--- src/rtl/ex_mem_stage_pkg.sv ---
// Shared encodings for the EX/MEM boundary: branch condition codes and
// flag-write selects produced by the decoder.
package ex_mem_stage_pkg;

    localparam logic [2:0] COND_NEQ    = 3'd0;
    localparam logic [2:0] COND_EQ     = 3'd1;
    localparam logic [2:0] COND_GT     = 3'd2;
    localparam logic [2:0] COND_LT     = 3'd3;
    localparam logic [2:0] COND_GTE    = 3'd4;
    localparam logic [2:0] COND_LTE    = 3'd5;
    localparam logic [2:0] COND_OVFL   = 3'd6;
    localparam logic [2:0] COND_UNCOND = 3'd7;

    localparam logic [1:0] FWE_NONE = 2'b00;
    localparam logic [1:0] FWE_Z    = 2'b01;
    localparam logic [1:0] FWE_NVZ  = 2'b10;

endpackage

--- src/rtl/ex_mem_stage_br_cond.sv ---
// Combinational branch-condition evaluator: (n, v, z, cond) -> take.
module br_cond
    import ex_mem_stage_pkg::*;
(
    input  logic       n,
    input  logic       v,
    input  logic       z,
    input  logic [2:0] cond,
    output logic       take
);

    always_comb begin
        take = 1'b0;
        case (cond)
            COND_NEQ:    take = ~z;
            COND_EQ:     take = z;
            COND_GT:     take = ~z & ~n;
            COND_LT:     take = n;
            COND_GTE:    take = z | ~n;
            COND_LTE:    take = n | z;
            COND_OVFL:   take = v;
            COND_UNCOND: take = 1'b1;
            default:     take = 1'b0;
        endcase
    end

endmodule

--- src/rtl/ex_mem_stage.sv ---
// EX-to-MEM pipeline boundary: owns the N/V/Z flag register, resolves
// conditional branches against it, and registers results into MEM.
module ex_mem_stage
    import ex_mem_stage_pkg::*;
#(
    parameter int DW = 16,
    parameter int RW = 4
) (
    input  logic          clk,
    input  logic          rst,
    input  logic          stall,
    input  logic          flush,
    input  logic          ex_valid,
    input  logic [DW-1:0] ex_result,
    input  logic          ex_n,
    input  logic          ex_v,
    input  logic          ex_z,
    input  logic [1:0]    ex_flag_we,
    input  logic          ex_is_branch,
    input  logic [2:0]    ex_cond,
    input  logic [DW-1:0] ex_store_data,
    input  logic [RW-1:0] ex_rd,
    input  logic          ex_regwrite,
    input  logic          ex_memread,
    input  logic          ex_memwrite,
    output logic          flag_n,
    output logic          flag_v,
    output logic          flag_z,
    output logic          br_taken,
    output logic          mem_valid,
    output logic [DW-1:0] mem_result,
    output logic [DW-1:0] mem_store_data,
    output logic [RW-1:0] mem_rd,
    output logic          mem_regwrite,
    output logic          mem_memread,
    output logic          mem_memwrite
);

    logic cap;
    logic cond_true;
    logic ctrl_ok;

    assign cap     = ex_valid & ~stall & ~flush;
    // Branches travel down the pipe as valid slots that never write anything.
    assign ctrl_ok = ex_valid & ~ex_is_branch;

    br_cond u_br_cond (
        .n    (flag_n),
        .v    (flag_v),
        .z    (flag_z),
        .cond (ex_cond),
        .take (cond_true)
    );

    assign br_taken = ~rst & cap & ex_is_branch & cond_true;

    always_ff @(posedge clk or posedge rst) begin
        if (rst) begin
            flag_n <= 1'b0;
            flag_v <= 1'b0;
            flag_z <= 1'b0;
        end else if (cap && !ex_is_branch) begin
            case (ex_flag_we)
                FWE_NVZ: begin
                    flag_n <= ex_n;
                    flag_v <= ex_v;
                    flag_z <= ex_z;
                end
                FWE_Z:   flag_z <= ex_z;
                default: ;
            endcase
        end
    end

    always_ff @(posedge clk or posedge rst) begin
        if (rst) begin
            mem_valid      <= 1'b0;
            mem_result     <= '0;
            mem_store_data <= '0;
            mem_rd         <= '0;
            mem_regwrite   <= 1'b0;
            mem_memread    <= 1'b0;
            mem_memwrite   <= 1'b0;
        end else if (flush) begin
            mem_valid    <= 1'b0;
            mem_regwrite <= 1'b0;
            mem_memread  <= 1'b0;
            mem_memwrite <= 1'b0;
        end else if (!stall) begin
            mem_valid      <= ex_valid;
            mem_result     <= ex_result;
            mem_store_data <= ex_store_data;
            mem_rd         <= ex_rd;
            mem_regwrite   <= ex_regwrite & ctrl_ok;
            mem_memread    <= ex_memread & ctrl_ok;
            mem_memwrite   <= ex_memwrite & ctrl_ok;
        end
    end

endmodule

--- config.mk ---
export PLATFORM = sky130hd
export DESIGN_NAME = ex_mem_stage
export DESIGN_NICKNAME = d
export VERILOG_FILES = /design/src/rtl/ex_mem_stage_pkg.sv /design/src/rtl/ex_mem_stage_br_cond.sv /design/src/rtl/ex_mem_stage.sv
export SDC_FILE = /design/constraint.sdc
export NUM_CORES = 1
export LEC_CHECK = 0
export CORE_ASPECT_RATIO = 0.75
export CORE_MARGIN = 3
export CORE_UTILIZATION = 60
export CTS_BUF_LIST = sky130_fd_sc_hd__clkbuf_8
export DETAILED_ROUTE_END_ITERATION = 8
export DONT_BUFFER_PORTS = 1
export GPL_ROUTABILITY_DRIVEN = 0
export HOLD_SLACK_MARGIN = 0.15
export PLACE_DENSITY_LB_ADDON = 0.25
export SYNTH_ARGS = -nofsm -noshare
export SYNTH_HDL_FRONTEND = slang
export SYNTH_HIERARCHICAL = 1
export SYNTH_SLANG_ARGS = --single-unit
--- constraint.sdc ---
create_clock -name clk -period 1.3 [get_ports clk]
set_input_delay 0.13 -clock clk [delete_from_list [all_inputs] [get_ports clk]]
set_output_delay 0.13 -clock clk [all_outputs]
set_load 0.005 [all_outputs]
# Word level (Yosys, flattened, before mapping)
# Index checks and enable logic that the tools add are counted.
# W data, S select, Z words.
[word_totals] in_bits=53 reg_bits=43 word_cells=54 out_inout_bits=44
[classes] n_reduce_logical=7 n_eq_ne=10 muxes=9 bitwise=18
[op_table] cell="$eq A3 B3 Y1 const B" count=4
[op_table] cell="$and A1 B1 Y1" count=10
[op_table] cell="$mux W1" count=8
[op_table] cell="$pmux W1 S8" count=1
[op_table] cell="$eq A3 B2 Y1 const B" count=2
[op_table] cell="$not A1 Y1" count=6
[op_table] cell="$reduce_and A2 Y1" count=3
[op_table] cell="$eq A3 B1 Y1 const B" count=1
[op_table] cell="$logic_not A3 Y1" count=1
[op_table] cell="$eq A2 B1 Y1 const B" count=1
[op_table] cell="$eq A2 B2 Y1 const B" count=1
[op_table] cell="$ne A2 B1 Y1 const B" count=1
[op_table] cell="$or A1 B1 Y1" count=2
[op_table] cell="$reduce_or A2 Y1" count=1
[op_table] cell="$logic_and A1 B1 Y1" count=1
[op_table] cell="$logic_not A1 Y1" count=1

# Depth between registers and ports, before layout
# Gate-level depths: netlist of run 1.
[depth] word_depth=6 ltp_mapped=6 mapped_depth_nobuf=6

# Hierarchy
# Netlist of run 1, hierarchy kept.
[modules_own_cells] mod="ex_mem_stage" instances=1 cells_each=108 seq_area_each_um2=1076.0 area_per_inst_um2=1735.4
[modules_own_cells] mod="br_cond" instances=1 cells_each=11 seq_area_each_um2=0.0 area_per_inst_um2=76.3

# Worst setup path after synthesis of run 1
# Ideal clock, no wire load.
[synth_timing] path_type="register -> output" start="register flag_n" end="output br_taken" arrival_ns=0.980 path_buffers=0 stages_incl_launch_ff=7 path_slack_ns=0.190 required_time_ns=1.170 cell_sequence="dfrtp_1 > nand2_1 > mux2i_1 > a21oi_1 > o21a_1 > nand2_1 > nor3_2"
[synth_between] elab_chain_cells=4 elab_cells_between_ends=6 cone_classes="mux: 1; bitwise: 5"
[synth_lines] element="start: declaration" line="ex_mem_stage.sv:26" text="output logic flag_n,"
[synth_lines] element="start signal: assignment" line="ex_mem_stage.sv:65" text="flag_n <= ex_n;"
[synth_lines] element="$not A1 Y1" line="ex_mem_stage_br_cond.sv:17, ex_mem_stage_br_cond.sv:19"
[synth_lines] element="$or A1 B1 Y1 / $and A1 B1 Y1 (equally long branches)" line="ex_mem_stage_br_cond.sv:19, ex_mem_stage_br_cond.sv:17"
[synth_lines] element="$pmux W1 S8 (*)" line="ex_mem_stage_br_cond.sv:14" text="case (cond)"
[synth_lines] element="net cond_true" line="ex_mem_stage.sv:40" text="logic cond_true;"
[synth_lines] element="$and A1 B1 Y1 (*)" line="ex_mem_stage.sv:55" text="assign br_taken = ~rst & cap & ex_is_branch & cond_true;"
[synth_lines] element="end: declaration" line="ex_mem_stage.sv:29" text="output logic br_taken,"
# The timed path passes the listed nets; every way through them passes the cells marked *.

# Worst setup path in the final report of run 1
# Ends and elaborated chain as after synthesis.

==> results of run 1 <==
==> registers in the layout, indices dropped and copies added (netlist names) <==
register and count:
mem_regwrite 1, mem_result 16, mem_valid 1, mem_memwrite 1
mem_rd 4, flag_z 1, flag_n 1, mem_store_data 16
mem_memread 1, flag_v 1
==> layer usage <==
metal / vias to the layer above / global-route usage [%] / share of wire [%]
met5: - / 0 / 0
met4: 0 / 4.87 / 0.84
met3: 4 / 10.4 / 8.8
met2: 63 / 45.1 / 55
met1: 565 / 23.9 / 36
li1: 514 / - / -
==> Yosys cell counts <==
cell type / number
dfrtp_1: 43
mux2_2: 27
mux2_4: 11
nand2_1: 6
nand3b_1: 5
a21oi_1: 4
buf_6: 3
inv_1: 3
mux2i_1: 3
buf_2: 2
ha_1: 1
mux2_1: 1
nand2b_1: 1
nand3_2: 1
nor2_1: 1
nor2_4: 1
nor2b_1: 1
nor2b_2: 1
nor3_2: 1
o21a_1: 1
o21ai_0: 1
o31a_1: 1
==> what timing repair did <==
item / 4_1_cts / 5_1_grt
endpoints found under the hold margin: 86 / 1
gates resized for setup: 2 / 0
pin swaps: 2 / 1
endpoints found under the setup margin: 1 / 2
cloned: 0 / 0
hold buffers: 45 / 3
==> worst register-to-register path: cells and delay by family (launching register included) <==
family          cells  cell delay [ns]
buf+inv             1             0.56
compound gates      1             0.07
simple gates        1             0.09
flops               1             0.40
==> metrics by stage <==
stage / instance area, µm² / hold WS (ns)
finish: 2400 / 0.197
global route: 2400 / 0.191
CTS: 2380 / 0.185
detailed placement: 1860 / 0.0729
global placement: 1860 / 0.0479
floorplan: 1810 / 0.193
==> logic make-up (layout without fill, tap and decap cells) <==
kind of cell	after synthesis	count (layout)	synth area share, %
AOI/OAI and AO/OA	7	7	2.28
adders and majority gates	1	1	0.690
buffers and inverters	8	60	3.04
DFF	43	43	59.4
muxes	42	42	28.2
and+or+nand+nor	18	18	6.42
==> worst max path at each step <==
stage	slack (ns)	end	cells past startpoint
2_1_floorplan	0.17	flag_n$_DFFE_PP0P_	1
3_3_place_gp	0.15	br_taken	6
3_5_place_dp	0.08	br_taken	6
4_1_cts	-0.18	br_taken	6
5_1_grt	-0.47	br_taken	5
6_report	-0.34	br_taken	5
==> cells in the final DEF (no fill, tap or decap), types with 3 or more instances in the layout <==
cell type,netlist,layout
clkbuf_8,0,5
mux2_4,11,11
nand3b_1,5,5
dlygate4sd3_1,0,47
mux2_2,27,27
buf_4,0,3
nand2_1,6,5
inv_1,3,4
a21oi_1,4,4
mux2i_1,3,3
dfrtp_1,43,42
==> power by group through the flow <==
stage          combinational (W)  clock (W)  sequential, W
2_1_floorplan           0.000315          0        0.00167
3_3_place_gp            0.000335          0        0.00171
3_5_place_dp            0.000357          0        0.00172
4_1_cts                 0.000460   0.000754        0.00170
5_1_grt                 0.000521   0.000831        0.00173
6_report                0.000479   0.000739        0.00171
==> cell type report <==
cell class,instances,area share (%)
clock buffers,5,2.86
well taps,36,1.88
inverters,3,0.469
repair buffers,51,21.4
flip-flops and latches,43,44.8
multi-input cells,68,28.4
clock inverters,1,0.156
==> results.sh, run 1 <==
export IMPL_ant_nets=0
export IMPL_syn_nets=173
export IMPL_drv_cap=0
export IMPL_cts_tree="done"
export IMPL_slew_viol_final=0
export IMPL_crit_required_ns=1.17
export IMPL_switching_share_pct=24.8
export IMPL_min_to="flag_z$_DFFE_PP0P_"
export IMPL_power_density_nw_per_um2=1220
export IMPL_hold_class="in -> reg"
export IMPL_post_route_min_period_ns=1.64
export IMPL_internal_power_w=0.00220
export IMPL_dieArea_um2=3720
export IMPL_hp_start="ex_flag_we[1]"
export IMPL_finalHoldViolCount=0
export IMPL_wirelength_mm=4.27
export IMPL_cts_sinks=43
export IMPL_multi_input_area_um2=683
export IMPL_synth_seq_area_share_pct=59.4
export IMPL_synth_warnings=6
export IMPL_synth_cell_area_um2=1810
export IMPL_antenna_found_initial=0
export IMPL_drc=0
export IMPL_finalWorstSetupSlack_ns=-0.335
export IMPL_netlist_instances=119
export IMPL_hpwlAfterDp_mm=2.44
export IMPL_nNetsFinal=226
export IMPL_root_buffer="clkbuf_8"
export IMPL_clkTransAtPathRegs_ns=0.07
export IMPL_fin_tns_setup_ns=-0.335
export IMPL_cp_start_kind="flip-flop"
export IMPL_fin_skew_ns=0
export IMPL_core_um2=2740
export IMPL_violations="setup timing"
export IMPL_cp_arrival_ns=1.51
export IMPL_fp_dieW_um=69.5
export IMPL_fill_cells=119
export IMPL_first_pass_iters=4
export IMPL_status="finished, violations left"
export IMPL_ff2ff_path_depth=3
export IMPL_crit_type="reg -> out"
export IMPL_r2r_end="mem_regwrite$_DFFE_PP0P_"
export IMPL_hold_depth=3
export IMPL_power_switching_w=0.000725
export IMPL_die_h_um=53.6
export IMPL_overflow=0
export IMPL_ys_ff_latch=43
export IMPL_p_leak_nw=1.06
export IMPL_worstMarginPinSlew_ns=0.415
export IMPL_worst_path_max_delay_cell="dfrtp_2"
export IMPL_grt_setup_unrepaired="true"
export IMPL_grt_pass1_vias=1280
export IMPL_crit_buf_inv=0
export IMPL_post_synth_cell_area_avg_um2=15.2
export IMPL_seqPwrFrac_pct=58.3
export IMPL_initial_core_util_pct=66.1
export IMPL_n_antenna_cell=0
export IMPL_setup_viol=1
export IMPL_instances_no_fill=207
export IMPL_io_buffer_count=0
export IMPL_synth_area_top_cells="dfrtp_1 59%, mux2_2 17%, mux2_4 9.1%, nand3b_1 2.1%, buf_6 1.9%"
export IMPL_clk_path_buf_depth=2
export IMPL_clock_fmax_mhz=611
export IMPL_htree_levels=2
export IMPL_r2r_start="mem_regwrite$_DFFE_PP0P_"
export IMPL_crit_start="flag_n$_DFFE_PP0P_"
export IMPL_num_vias=1146
export IMPL_place_ws_ns=0.0821
export IMPL_grt_pass1_wl_mm=6.43
export IMPL_drive_gt1_share_pct=31.0
export IMPL_area_delta_synth_final_pct=32.6
export IMPL_num_rows=16
export IMPL_ff_latch_area_um2=1080
export IMPL_reg2reg_setup_slack_ns=0.07
export IMPL_max_stage_delay_ns=0.43
export IMPL_synth_top_area_cell="dfrtp_1"
export IMPL_grt_max_degree=30
export IMPL_clkLatencyLatePin_ns=0.28
export IMPL_dp_cells=154
export IMPL_period_share_pct=126
export IMPL_ys_types=22
export IMPL_clkPwrFrac_pct=25.3
export IMPL_ios=97
export IMPL_crit_family="flip-flops"
export IMPL_combPwrFrac_pct=16.4
export IMPL_crit_chain="mux2i_1 -> o31a_1 -> o21a_1 -> nand2_1 -> nor3_2"
export IMPL_end_kind="output port"
export IMPL_max_vdd_ir_drop_uv=982
export IMPL_drt_vias_per_instance=5.54
export IMPL_track_usage_pct=23.3
export IMPL_fin_util_pct=87.6
export IMPL_maxSlewHeadroom_pct=72.3
export IMPL_cts_setup_buffers=0
export IMPL_cts_buffers=5
export IMPL_routedWlPerCell_um=20.6
export IMPL_synth_top_cell_area_share_pct=59.4
export IMPL_power_w=0.00292
export IMPL_drt_iter0_markers=46
export IMPL_worstPathMaxFanout=5
Power figures use the tool's default switching activity.
==> run 2, diff against run 1 <==
- SKIP_CTS_REPAIR_TIMING: unset -> 1
==> run 2 against run 1 <==
Compared with the run above:
- non-clock buffer count unchanged
- design area unchanged
- the flow still finishes with violations (setup timing)
- first-iteration DRC count up 15%
- largest power group unchanged
- register-to-register slack worse by 0.03 ns
- clock skew unchanged
- clock power down 1%
==> results.sh, run 2 (synthesis gave the netlist of run 1 again) <==
export IMPL_status="finished, violations left"
export IMPL_violations="setup timing"
export IMPL_crit_type="reg -> out"
export IMPL_crit_start="flag_z$_DFFE_PP0P_"
export IMPL_max_vdd_ir_drop_uv=879
export IMPL_overflow=0
export IMPL_power_switching_w=0.000703
export IMPL_drv_cap=0
export IMPL_clock_fmax_mhz=665
export IMPL_slew_viol_final=0
export IMPL_hp_start="ex_flag_we[1]"
export IMPL_power_w=0.00290
export IMPL_drt_iter0_markers=53
export IMPL_p_leak_nw=1.06
export IMPL_dp_cells=154
export IMPL_drc=0
export IMPL_track_usage_pct=17.7
export IMPL_initial_core_util_pct=66.1
export IMPL_grt_setup_unrepaired="true"
export IMPL_internal_power_w=0.00220
export IMPL_grt_pass1_wl_mm=4.94
export IMPL_instances_no_fill=207
export IMPL_wirelength_mm=4.04
export IMPL_post_route_min_period_ns=1.50
export IMPL_cts_buffers=5
export IMPL_fp_dieW_um=69.5
export IMPL_clkTransAtPathRegs_ns=0.07
export IMPL_reg_top3="mem_result (16), mem_store_data (16), mem_rd (4)"
export IMPL_final_common_cell="dlygate4sd3_1"
export IMPL_drt_vias_per_instance=5.56
export IMPL_worst_path_max_delay_cell="dfrtp_1"
export IMPL_fin_skew_ns=0
export IMPL_finalWorstSetupSlack_ns=-0.205
export IMPL_num_rows=16
export IMPL_hpwlAfterDp_mm=2.44
export IMPL_n_antenna_cell=0
export IMPL_ios=97
export IMPL_maxSlewHeadroom_pct=70.8
export IMPL_antenna_found_initial=0
export IMPL_worstMarginPinSlew_ns=0.437
export IMPL_r2r_start="mem_memread$_DFFE_PP0P_"
export IMPL_area_delta_synth_final_pct=32.6
export IMPL_power_density_nw_per_um2=1210
export IMPL_nNetsFinal=226
export IMPL_period_share_pct=116
export IMPL_grt_pass1_vias=1029
export IMPL_htree_levels=2
export IMPL_end_kind="output port"
export IMPL_drive_gt1_share_pct=31.0
export IMPL_worstPathMaxFanout=5
export IMPL_finalHoldViolCount=0
export IMPL_reg2reg_setup_slack_ns=0.04
export IMPL_cp_arrival_ns=1.37
export IMPL_seqPwrFrac_pct=58.6
export IMPL_crit_required_ns=1.17
export IMPL_first_pass_iters=4
export IMPL_io_buffer_count=0
export IMPL_core_um2=2740
export IMPL_fin_tns_setup_ns=-0.205
export IMPL_routedWlPerCell_um=19.5
export IMPL_grt_max_degree=30
export IMPL_clkPwrFrac_pct=25.2
export IMPL_setup_viol=1
export IMPL_clkLatencyLatePin_ns=0.28
export IMPL_cp_start_kind="flip-flop"
export IMPL_fin_util_pct=87.6
export IMPL_die_h_um=53.6
export IMPL_layout_common_cells="47 x dlygate4sd3_1, 42 x dfrtp_1, 27 x mux2_2, 11 x mux2_4"
export IMPL_num_vias=1150
export IMPL_cts_tree="done"
export IMPL_max_stage_delay_ns=0.43
export IMPL_switching_share_pct=24.2
export IMPL_cts_sinks=43
export IMPL_crit_chain="nand2b_1 -> mux2i_1 -> a21oi_1 -> o21a_1 -> nand2_1 -> nor3_2"
export IMPL_combPwrFrac_pct=16.2
export IMPL_clk_path_buf_depth=2
export IMPL_hold_class="in -> reg"
export IMPL_root_buffer="clkbuf_8"
export IMPL_ant_nets=0
export IMPL_dieArea_um2=3720
-- run 2: cell counts in the layout (fill, tap and decap cells not counted) --
Identical to the previous run, type by type.
-- run 2: worst max-delay path: cells and delay by family (launching register included) --
kind | cells | cell delay [ns]
mux | 1 | 0.15
simple gates | 3 | 0.28
compound gates | 2 | 0.24
flops | 1 | 0.43
-- run 2: routing by layer --
layer | vias up | global-route usage [%] | share of wire, %
li1 | 514 | - | -
met3 | 5 | 9.33 | 9.3
met1 | 565 | 18.6 | 35
met5 | - | 0 | 0
met4 | 0 | 7.47 | 0.59
met2 | 66 | 30.5 | 55
-- run 2: area by class of cell --
type / instances / area (µm²)
timing repair buffer: 51 / 513
multi-input combinational: 68 / 683
sequential: 43 / 1080
clock inverter: 1 / 3.75
inverter: 3 / 11.3
fill: 131 / 340
tap: 36 / 45.0
clock buffer: 5 / 68.8
-- run 2: metrics by stage --
| step | setup slack (ns) | cell area (µm²) | hold slack (ns) |
|---|---|---|---|
| global route | -0.272 | 2400 | 0.187 |
| detailed placement | 0.0821 | 1860 | 0.0729 |
| finish | -0.205 | 2400 | 0.197 |
| CTS | -0.239 | 1930 | -0.236 |
| global placement | 0.147 | 1860 | 0.0479 |
| floorplan | 0.167 | 1810 | 0.193 |
-- run 2: path summary, 6_finish.rpt --
kind                       depth (start not counted)                        endpoint
max in group asynchronous                          3  mem_store_data[13]$_DFFE_PP0P_
setup / recovery                                   6                        br_taken
hold / removal                                     3              flag_z$_DFFE_PP0P_
setup reg to reg                                   3         mem_memread$_DFFE_PP0P_
min in group asynchronous                          3      mem_result[11]$_DFFE_PP0P_
hold reg to reg                                    1       mem_result[6]$_DFFE_PP0P_
-- run 2: power groups by stage --
stage               logic, W  registers [W]  clock network (W)
global route        0.000513        0.00173           0.000839
floorplan           0.000315        0.00167                  0
detailed placement  0.000357        0.00172                  0
global placement    0.000335        0.00171                  0
finish              0.000471        0.00170           0.000730
CTS                 0.000358        0.00170           0.000754
==> run 3, diff against run 2 <==
- PLACE_DENSITY: unset -> 0.82
- PLACE_DENSITY_LB_ADDON: 0.25 -> unset
- clock period: 1.3 -> 1.55 ns (I/O delays scaled with it)
==> run 3 against run 2 <==
Compared with the run above:
- the flow now finishes without violations
- critical path type unchanged
- clock skew unchanged
- sequential share of layout area about the same
- clock power down 12%
- global-route usage up 1.7 points
- largest cell class unchanged
- critical path depth down 1
- non-clock buffer count down 1
- power down 15%
- setup slack better by 0.23 ns
- combinational power down 15%
- largest power group unchanged
- register-to-register slack better by 0.22 ns
- via count up 1.6%
==> results.sh, run 3 (synthesis gave the netlist of run 1 again) <==
export IMPL_fin_tns_setup_ns=0
export IMPL_end_kind="output port"
export IMPL_drv_cap=0
export IMPL_grt_setup_unrepaired="true"
export IMPL_slew_viol_final=0
export IMPL_wl_met1_mm=1.54
export IMPL_r2r_start="mem_regwrite$_DFFE_PP0P_"
export IMPL_clock_fmax_mhz=655
export IMPL_final_common_cell="dlygate4sd3_1"
export IMPL_place_ws_ns=0.301
export IMPL_dieArea_um2=3720
export IMPL_area_delta_synth_final_pct=32.5
export IMPL_wl_met2_mm=2.31
export IMPL_drt_iter0_markers=60
export IMPL_core_um2=2740
export IMPL_grt_max_degree=27
export IMPL_fill_cells=127
export IMPL_fin_util_pct=87.5
export IMPL_status="finished clean"
export IMPL_hpwlAfterDp_mm=2.64
export IMPL_power_density_nw_per_um2=1030
export IMPL_clk_path_buf_depth=2
export IMPL_reg_top3="mem_result (16), mem_store_data (16), mem_rd (4)"
export IMPL_post_route_min_period_ns=1.53
export IMPL_routed_wl_met3_um=369
export IMPL_worstPathMaxFanout=5
export IMPL_cp_arrival_ns=1.37
export IMPL_finalWorstSetupSlack_ns=0.0221
export IMPL_top_layer="met4"
export IMPL_worstMarginPinSlew_ns=0.673
export IMPL_critPathCapture="br_taken"
export IMPL_finalHoldViolCount=0
export IMPL_reg2reg_setup_slack_ns=0.26
export IMPL_grt_pass1_vias=1086
export IMPL_max_vdd_ir_drop_uv=825
export IMPL_clkLatencyLatePin_ns=0.28
export IMPL_routedWlPerCell_um=20.7
export IMPL_nNetsFinal=225
export IMPL_r2r_end="mem_regwrite$_DFFE_PP0P_"
export IMPL_crit_start="flag_n$_DFFE_PP0P_"
export IMPL_power_w=0.00248
export IMPL_antenna_found_initial=0
export IMPL_grt_pass1_wl_mm=5.31
export IMPL_drt_vias_per_instance=5.62
export IMPL_hold_class="in -> reg"
export IMPL_p_leak_nw=1.05
export IMPL_fp_dieW_um=69.5
export IMPL_cts_tree="done"
export IMPL_fin_skew_ns=0
export IMPL_crit_type="reg -> out"
export IMPL_ios=97
export IMPL_initial_core_util_pct=66.1
export IMPL_clkTransAtPathRegs_ns=0.07
export IMPL_die_h_um=53.6
export IMPL_overflow=0
export IMPL_ant_nets=0
export IMPL_crit_required_ns=1.39
export IMPL_cts_sinks=43
export IMPL_cp_start_kind="flip-flop"
export IMPL_drc=0
export IMPL_root_buffer="clkbuf_8"
export IMPL_drive_gt1_share_pct=30.2
export IMPL_dp_cells=153
export IMPL_cts_buffers=5
export IMPL_num_rows=16
export IMPL_n_antenna_cell=0
export IMPL_setup_viol=0
export IMPL_htree_levels=2
export IMPL_ff2ff_path_depth=3
export IMPL_maxSlewHeadroom_pct=54.8
export IMPL_instances_no_fill=208
export IMPL_num_vias=1168
export IMPL_io_buffer_count=0
export IMPL_track_usage_pct=19.3
export IMPL_first_pass_iters=4
export IMPL_wirelength_mm=4.31
export IMPL_layout_common_cells="47 x dlygate4sd3_1, 42 x dfrtp_1, 27 x mux2_2, 11 x mux2_4, 6 x nand2_1"
export IMPL_period_share_pct=98.6
-- run 3: metrics by stage --
step,hold slack (ns),instance area (µm²)
6_report,0.193,2400
5_1_grt,0.187,2400
4_1_cts,-0.232,1930
3_5_place_dp,0.0771,1850
3_3_place_gp,0.0780,1850
2_1_floorplan,0.218,1810
-- run 3: critical path: stages (launching register included) --
cell and delay, ns:
dfrtp_2 0.42, mux2i_1 0.19, o31a_1 0.16, o21a_1 0.12, nand2_1 0.06, nor3_2 0.14
-- run 3: worst min-delay path by stage --
| stage | startpoint | endpoint | cells after the start | slack, ns |
|---|---|---|---|---|
| 6_report | ex_is_branch | mem_memread$_DFFE_PP0P_ | 3 | 0.19 |
| 5_1_grt | ex_is_branch | mem_memread$_DFFE_PP0P_ | 3 | 0.19 |
| 4_1_cts | rst | flag_z$_DFFE_PP0P_ | 1 | -0.23 |
| 3_5_place_dp | rst | flag_z$_DFFE_PP0P_ | 1 | 0.08 |
| 3_3_place_gp | rst | flag_z$_DFFE_PP0P_ | 1 | 0.08 |
| 2_1_floorplan | flush | mem_memread$_DFFE_PP0P_ | 1 | 0.22 |
-- run 3: power breakdown --
| part | switching [W] | internal (W) | total [W] | leakage [nW] |
|---|---|---|---|---|
| registers | 0.000149 | 0.00128 | 0.00143 | 0.514 |
| logic | 0.000132 | 0.000267 | 0.000399 | 0.488 |
| clock network | 0.000343 | 0.000303 | 0.000646 | 0.0505 |
| total | 0.000624 | 0.00185 | 0.00248 | 1.05 |
-- run 3: area by class of cell --
cell class	instances	area (µm²)	share of cell area (%)
Sequential cell	43	1080	44.9
Timing Repair Buffer	50	505	21.1
Tap cell	36	45.0	1.88
Clock buffer	5	68.8	2.87
Inverter	3	11.3	0.469
Clock inverter	3	12.5	0.521
Multi-Input combinational cell	68	681	28.3
-- run 3: per-layer routing --
layer | global-route usage [%] | vias up
li1 | - | 518
met1 | 20.0 | 572
met2 | 33.2 | 66
met3 | 10.4 | 12
met4 | 9.09 | 0
met5 | 0 | -
